`src/rtl/rs485_tx.sv`:
```
// RS485 byte transmitter: one-entry holding buffer, 8N1 UART framing, DE setup/hold guard times.
// Define RS485_TX_PARITY_EN to insert an even-parity bit between data and stop (8E1).
module rs485_tx #(
   parameter int unsigned CLK_FREQ      = 50_000_000,
   parameter int unsigned BAUD          = 115_200,
   parameter int unsigned DE_SETUP_CLKS = 16,
   parameter int unsigned DE_HOLD_CLKS  = 16
) (
   input  logic       sys_clk,
   input  logic       sys_rst,
   input  logic [7:0] tx_data,
   input  logic       tx_valid,
   output logic       tx_ready,
   output logic       tx_out,
   output logic       rs485_de,
   output logic       tx_busy,
   output logic       tx_done
);

   localparam int unsigned BAUD_CNT   = CLK_FREQ / BAUD;
   localparam int unsigned MAX_A      = (BAUD_CNT > DE_SETUP_CLKS) ? BAUD_CNT : DE_SETUP_CLKS;
   localparam int unsigned MAX_CNT    = (MAX_A > DE_HOLD_CLKS) ? MAX_A : DE_HOLD_CLKS;
   localparam int unsigned CNT_W      = (MAX_CNT > 2) ? $clog2(MAX_CNT) : 1;
   localparam int unsigned BAUD_LAST  = BAUD_CNT - 1;
   localparam int unsigned DONE_AT    = BAUD_CNT - 2;
   localparam int unsigned SETUP_LAST = (DE_SETUP_CLKS > 0) ? DE_SETUP_CLKS - 1 : 0;
   localparam int unsigned HOLD_LAST  = (DE_HOLD_CLKS > 0) ? DE_HOLD_CLKS - 1 : 0;

   typedef enum logic [2:0] {
      S_IDLE,
      S_SETUP,
      S_START,
      S_DATA,
`ifdef RS485_TX_PARITY_EN
      S_PARITY,
`endif
      S_STOP,
      S_HOLD
   } state_t;

   state_t           state;
   logic [CNT_W-1:0] cnt;
   logic [2:0]       bit_cnt;
   logic [7:0]       shreg;
   logic [7:0]       hold_byte;
   logic             buf_full;
`ifdef RS485_TX_PARITY_EN
   logic             parity;
`endif

   logic baud_last_c;
   logic accept_c;
   logic load_c;

   // Buffer hands its byte to the shifter from IDLE, HOLD, or the last cycle of STOP.
   always_comb begin
      baud_last_c = (cnt == CNT_W'(BAUD_LAST));
      accept_c    = tx_valid & tx_ready;
      load_c      = buf_full & ((state == S_IDLE) | (state == S_HOLD) |
                                ((state == S_STOP) & baud_last_c));
   end

   always_ff @(posedge sys_clk) begin
      if (sys_rst) begin
         state     <= S_IDLE;
         cnt       <= '0;
         bit_cnt   <= '0;
         shreg     <= '0;
         hold_byte <= '0;
         buf_full  <= 1'b0;
         tx_ready  <= 1'b0;
         tx_out    <= 1'b1;
         rs485_de  <= 1'b0;
         tx_busy   <= 1'b0;
         tx_done   <= 1'b0;
`ifdef RS485_TX_PARITY_EN
         parity    <= 1'b0;
`endif
      end else begin
         tx_done <= 1'b0;

         // Accept and load are mutually exclusive: accept needs an empty buffer, load a full one.
         if (accept_c) begin
            buf_full  <= 1'b1;
            hold_byte <= tx_data;
         end else if (load_c) begin
            buf_full <= 1'b0;
         end
         tx_ready <= ~(accept_c | (buf_full & ~load_c));

         if (load_c) begin
            shreg <= hold_byte;
`ifdef RS485_TX_PARITY_EN
            parity <= ^hold_byte;
`endif
         end

         case (state)
            S_IDLE: begin
               if (load_c) begin
                  rs485_de <= 1'b1;
                  tx_busy  <= 1'b1;
                  cnt      <= '0;
                  if (DE_SETUP_CLKS == 0) begin
                     state  <= S_START;
                     tx_out <= 1'b0;
                  end else begin
                     state <= S_SETUP;
                  end
               end
            end

            S_SETUP: begin
               if (cnt == CNT_W'(SETUP_LAST)) begin
                  state  <= S_START;
                  cnt    <= '0;
                  tx_out <= 1'b0;
               end else begin
                  cnt <= cnt + CNT_W'(1);
               end
            end

            S_START: begin
               if (baud_last_c) begin
                  state   <= S_DATA;
                  cnt     <= '0;
                  bit_cnt <= '0;
                  tx_out  <= shreg[0];
               end else begin
                  cnt <= cnt + CNT_W'(1);
               end
            end

            S_DATA: begin
               if (baud_last_c) begin
                  cnt <= '0;
                  if (bit_cnt == 3'd7) begin
`ifdef RS485_TX_PARITY_EN
                     state  <= S_PARITY;
                     tx_out <= parity;
`else
                     state  <= S_STOP;
                     tx_out <= 1'b1;
`endif
                  end else begin
                     bit_cnt <= bit_cnt + 3'd1;
                     shreg   <= shreg >> 1;
                     tx_out  <= shreg[1];
                  end
               end else begin
                  cnt <= cnt + CNT_W'(1);
               end
            end

`ifdef RS485_TX_PARITY_EN
            S_PARITY: begin
               if (baud_last_c) begin
                  state  <= S_STOP;
                  cnt    <= '0;
                  tx_out <= 1'b1;
               end else begin
                  cnt <= cnt + CNT_W'(1);
               end
            end
`endif

            S_STOP: begin
               // tx_done is registered, so it is raised one edge ahead of the final stop cycle.
               if (cnt == CNT_W'(DONE_AT)) tx_done <= 1'b1;
               if (baud_last_c) begin
                  cnt <= '0;
                  if (load_c) begin
                     state  <= S_START;
                     tx_out <= 1'b0;
                  end else if (DE_HOLD_CLKS == 0) begin
                     state    <= S_IDLE;
                     rs485_de <= 1'b0;
                     tx_busy  <= 1'b0;
                  end else begin
                     state <= S_HOLD;
                  end
               end else begin
                  cnt <= cnt + CNT_W'(1);
               end
            end

            S_HOLD: begin
               if (load_c) begin
                  state  <= S_START;
                  cnt    <= '0;
                  tx_out <= 1'b0;
               end else if (cnt == CNT_W'(HOLD_LAST)) begin
                  state    <= S_IDLE;
                  cnt      <= '0;
                  rs485_de <= 1'b0;
                  tx_busy  <= 1'b0;
               end else begin
                  cnt <= cnt + CNT_W'(1);
               end
            end

            default: begin
               state    <= S_IDLE;
               cnt      <= '0;
               tx_out   <= 1'b1;
               rs485_de <= 1'b0;
               tx_busy  <= 1'b0;
            end
         endcase
      end
   end

endmodule

```
`config.mk`:
```
export PLATFORM = sky130hd
export DESIGN_NAME = rs485_tx
export DESIGN_NICKNAME = d
export VERILOG_FILES = /design/src/rtl/rs485_tx.sv
export SDC_FILE = /design/constraint.sdc
export NUM_CORES = 1
export LEC_CHECK = 0
export BUFFER_PORTS_ARGS = -buffer_cell sky130_fd_sc_hd__buf_2
export CAP_MARGIN = 20
export CORE_MARGIN = 1
export CORE_UTILIZATION = 40
export CTS_CLUSTER_SIZE = 8
export DETAILED_ROUTE_END_ITERATION = 10
export MAX_ROUTING_LAYER = met4
export PLACE_DENSITY = 0.57
export SLEW_MARGIN = 5
export SYNTH_ARGS = -nofsm -noshare
export SYNTH_HDL_FRONTEND = slang
export SYNTH_SLANG_ARGS = --single-unit
```
`constraint.sdc`:
```
create_clock -name sys_clk -period 3.1 [get_ports sys_clk]
set_input_delay 0.465 -clock sys_clk [delete_from_list [all_inputs] [get_ports sys_clk]]
set_output_delay 0.465 -clock sys_clk [all_outputs]
set_load 0.005 [all_outputs]
```
* Word level (Yosys, flattened, before mapping)
Cells that the tools add are included.
** Storage, ports and cells
- ROM bits :: 0
- Bits of input ports :: 11
- Bits in latches :: 0
- Memories kept :: 0
- Logic and storage cells :: 89
- RAM bits :: 0
- Bits in registers :: 36
** Cells by class
- Eq/ne operators :: 19
- Mux-type cells :: 36
- Div/mod/pow operators :: 0
- Order comparisons :: 0
- Reductions and logical operators :: 10
- Add/subtract/negate cells :: 2
- Bitwise gates (word level) :: 12
- Shift-type cells :: 0
- Multiply operators :: 0
** Operators by type and width (count)
- two-way mux 3 bit :: 12
- two-way mux 9 bit :: 4
- one-hot mux 9 bit (4 select lines) :: 1
- two-way mux 8 bit :: 4
- equality test 9 bit (second input constant) :: 2
- one-hot mux 3 bit (6 select lines) :: 1
- inequality test 2 bit (second input constant) :: 8
- two-way mux 1 bit :: 11
- adder 9 x 1 -> 9 bit (second input constant) :: 1
- equality test 3 bit (second input constant) :: 3
- equality test 9 x 4 -> 1 bit (second input constant) :: 1
- AND reduction 4 bit :: 2
- AND reduction 7 bit :: 1
- equality test 3 x 2 -> 1 bit (second input constant) :: 2
- one-hot mux 1 bit (6 select lines) :: 1
- one-hot mux 3 bit (2 select lines) :: 1
- NOT 1 bit :: 5
- AND reduction 5 bit :: 1
- AND 1 bit :: 4
- nonzero test 2 bit :: 2
- OR reduction 4 bit :: 1
- adder 3 x 1 -> 3 bit (second input constant) :: 1
- equality test 3 x 1 -> 1 bit (second input constant) :: 1
- zero test 3 bit :: 1
- 6 further kinds :: 8

* Logic depth before layout (Yosys ltp)
- Word-level depth :: 8
- Gate-level depth with buffers :: 8

* Worst setup path after synthesis
OpenSTA, ideal clock, no wires.
- Path type :: register to register
- Start point :: register cnt[6]
- End point :: register tx_out
- Data required time :: 2.974 ns
- Arrival :: 1.736 ns
- Library setup time :: 0.126 ns
- Setup slack :: 1.238 ns
- Stages on the path, launching flop included :: 6
- Buffers on the path :: 0
- Path through :: dfxtp_1 or4b_4 or2_1 o221a_4 a2111oi_4 a21oi_2
** Between the ends
- Cells in the longest elaborated chain, start to end :: 7
- Elaborated cells on any way between the ends :: 13
- Classes of those cells :: eq/ne: 6; mux: 3; bitwise: 3; reduce/logical: 1
** Ends and longest elaborated chain
- start, declared :: line 42 : logic [CNT_W-1:0] cnt;
- start signal, assigned :: line 119 : cnt <= cnt + CNT_W'(1);
- start signal, assigned :: line 130 : cnt <= cnt + CNT_W'(1);
- start signal, assigned :: line 151 : cnt <= cnt + CNT_W'(1);
- equality test 9 bit :: line 57 : baud_last_c = (cnt == CNT_W'(BAUD_LAST));
- AND 1 bit :: line 60 : ((state == S_STOP) & baud_last_c));
- bitwise OR 1 bit :: line 59 : load_c = buf_full & ((state == S_IDLE) | (state == S_HOLD) |
- AND 1 bit :: line 59
- two-way mux 1 bit (2 in series)
- one-hot mux 1 bit (6 select lines)
- end signal, assigned :: line 128 : tx_out <= shreg[0];
- end signal, assigned :: line 148 : tx_out <= shreg[1];
- end, declared :: line 14 : output logic tx_out,
Parallel ways exist; a longest one is shown, timed or not. The select of a mux whose other input is x is not followed.
A chain may end at the register's enable or synchronous reset.

* Worst setup path in the final report
- Start point :: register cnt[6]
- End point :: register state[2]
** Between the ends
- Cells in the longest elaborated chain, start to end :: 7
- Elaborated cells on any way between the ends :: 16
- Classes of those cells :: eq/ne: 8; mux: 4; bitwise: 3; reduce/logical: 1
** Ends and longest elaborated chain
- equality test 9 bit :: line 57
- AND 1 bit :: line 60
- bitwise OR 1 bit :: line 59
- AND 1 bit :: line 59
- two-way mux 3 bit :: line 172 : if (load_c) begin
- two-way mux 3 bit :: line 170 : if (baud_last_c) begin
- one-hot mux 3 bit (6 select lines) :: line 98 : case (state)
- end signal, assigned :: line 65 : state <= S_IDLE;
- end signal, assigned :: line 173 : state <= S_START;
- end signal, assigned :: line 176 : state <= S_IDLE;
- end, declared :: line 41 : state_t state;
Parallel ways exist; a longest one is shown, timed or not. The select of a mux whose other input is x is not followed.

==> flow_summary.ini <==
[sta]
final_hold_viol_count = 0
fin_skew_ps = 10.85
post-route-period-util_pct = 67.74
setup_viol = 0
timing.final.crit_period_ps = 2100
rsz0062_at_grt = no
slew_headroom_pct = 36.45
drv_slew = 0
tightest_slew_ps = 953.3
fmaxAchievable_mhz = 476.2
fin_tns_setup_ps = 0

[clock_tree]
cts-root-buf = clkbuf_8
cts_hold_buf = 0
h-tree-depth = 2
path_clk_slew_ps = 70
clockBufferDepth = 2
cts.sinks = 36
cts_made_buffers = 5
cts_repair_resize_count = 0
cts_setup_buffers = 0
cts_tree = done
clock_insertion_delay_worst_skew_ps = 280

[outcome]
outcome = complete, no violations

[worst_setup_path]
critPathLaunchType = flop
endpoint_kind = flop
r2r_start = cnt[6]
cp-startpoint = cnt[6]
cp.arrival_ps = 2310
crit_path_max_fanout = 13
crit_required_ps = 3310
crit_type = reg2reg

[placed_design]
hpwl_microns = 2593
placedCellCount = 273
gp_routability_congestion = 0.7683
io_buffers = 15
dpl_cell_area_sq_um = 1893

[floorplan]
io_pins = 16
dieArea_sq_um = 4789
die_y_microns = 69.21
row_count = 24
core_sq_um = 4354
die_x_microns = 69.21
start_util_pct = 41.49

[global_routing]
grt_pass1_vias = 1442
grt_pass1_wl_microns = 6499
grt-ovfl-total = 0
gr-usage-all-layers_pct = 17.28
antenna_found_initial = 0
grt_max_degree = 39

[finish]
fillers = 447
fin_cells = 281
multi_input_area_sq_um = 1010
design_area_sq_um = 1978
drive_gt1_share_pct = 13.54
utilization_pct = 45.43
antennaDiodeCount = 0
area_delta_synth_final_pct = 9.488
seq_area_sq_um = 720.7
fin_nets = 244

[route]
drt-total-wl_microns = 3721
antenna_left = 0
dr.pass1.iters = 4
drt-initial-drc-count = 136
wire_per_inst_microns = 13.24
num_vias = 1559
drc_errors = 0
routed_via_density = 5.548

[synthesis]
synth.top_cell.area_share_pct = 39.89
syn_nets = 235
syn-cell-area_sq_um = 1807
synth_edf_count = 0
yosys_warnings = 0
ys_ff_latch = 36
synth.area.top_cells = dfxtp_1 40%, nand2_1 7.1%, mux2i_1 5.0%, a21oi_1 4.7%, nor2_1 4.6%
async_flop_share_pct = 0
syn_inst = 219
ys_top_cells_by_count = 36 x dfxtp_1, 34 x nand2_1, 22 x nor2_1, 17 x a21oi_1, 13 x nand3_1
synth-main-ff-cell = dfxtp_1
netlist-cell-type-count = 44
post-synth-top-count-cell = dfxtp_1
syn_area_per_cell_sq_um = 8.250
yosysTopAreaCell = dfxtp_1
yosysSeqAreaShare_pct = 39.89

[flow_run]
cap_violations = 0

[hold_path]
hold_class = in2reg
min-delay-start = tx_data[6]

[pwr]
p_per_area_nw_per_um2 = 439.8
leakage_nw = 0.7188
peakVddDrop_mv = 0.2223
power by group:
group	leakage (nW)	total [mW]	switching [mW]	internal [mW]
logic	0.385	0.0666	0.0362	0.0305
clock network	0.0424	0.319	0.159	0.160
registers	0.292	0.484	0.00927	0.475
logic make-up (layout without fill, tap and decap cells):
logic type	Yosys count	count (layout)	synth area share, %
multiplexers	9	9	4.986
buffers and inverters	18	28	4.224
AND/OR/NAND/NOR	102	102	27.91
AO/OA/AOI/OAI	49	49	19.53
adder cells (fa/ha/maj)	5	5	3.463
flip-flops	36	36	39.89
state kept, by name (all words and copies together) (netlist names):
signal     flops
cnt            9
hold_byte      8
shreg          8
bit_cnt        3
state          3
buf_full       1
tx_busy        1
tx_done        1
tx_out         1
tx_ready       1
final timing paths:
kind / cells after the start / slack, ps / endpoint
worst max-delay path: 5 / 1000 / state[2]
worst min-delay path: 3 / 410 / hold_byte[6]
worst max register to register: 5 / 1000 / state[2]
worst min register to register: 2 / 460 / hold_byte[6]
metrics by stage:
step | hold WS, ps | setup WS (ps) | power, mW
floorplan | 435.6 | 1238 | 0.5420
global placement | 445.3 | 990.2 | 0.5621
detailed placement | 449.8 | 1017 | 0.5621
CTS | 403.4 | 1000 | 0.8865
global route | 402.9 | 777.7 | 0.9181
finish | 412.8 | 1000 | 0.8699
area by class of cell:
type | instances | share of cell area [%]
Inverter | 4 | 0.7590
Clock inverter | 1 | 0.4428
Timing Repair Buffer | 16 | 4.175
Tap cell | 52 | 3.289
Sequential cell | 36 | 36.43
Clock buffer | 7 | 3.858
Multi-Input combinational cell | 165 | 51.04
routing by layer:
metal  vias to the layer above  part of all wire, %  GRT usage, %
met4                         0                  1.0         6.122
met5                         -                    0             -
met3                         5                  2.7         5.087
li1                        808                    -             -
met1                       722                   50         21.70
met2                        24                   46         26.43
placed cells by master, fill, tap and decap left out, types with 2 or more instances in the layout:
cell / count
clkbuf_8: 5
ha_1: 5
nor2b_1: 4
buf_2: 15
a31oi_1: 7
nand3b_1: 3
a211oi_1: 8
nor2_1: 22
or2_2: 3
clkbuf_1: 2
or4_1: 2
a21oi_1: 17
nand4_1: 2
nand2_1: 34
nor3_1: 3
o211ai_1: 3
or3_1: 6
nand3_1: 13
o21ai_0: 2
mux2i_1: 9
inv_1: 4
dfxtp_1: 36
critical path, cell delays in order (launching register included):
cell     delay [ps]
dfxtp_1         350
or4b_4          590
nor2_4          250
o22ai_1         340
a211o_1         370
a21oi_1         130
Power figures use the tool's default switching activity.
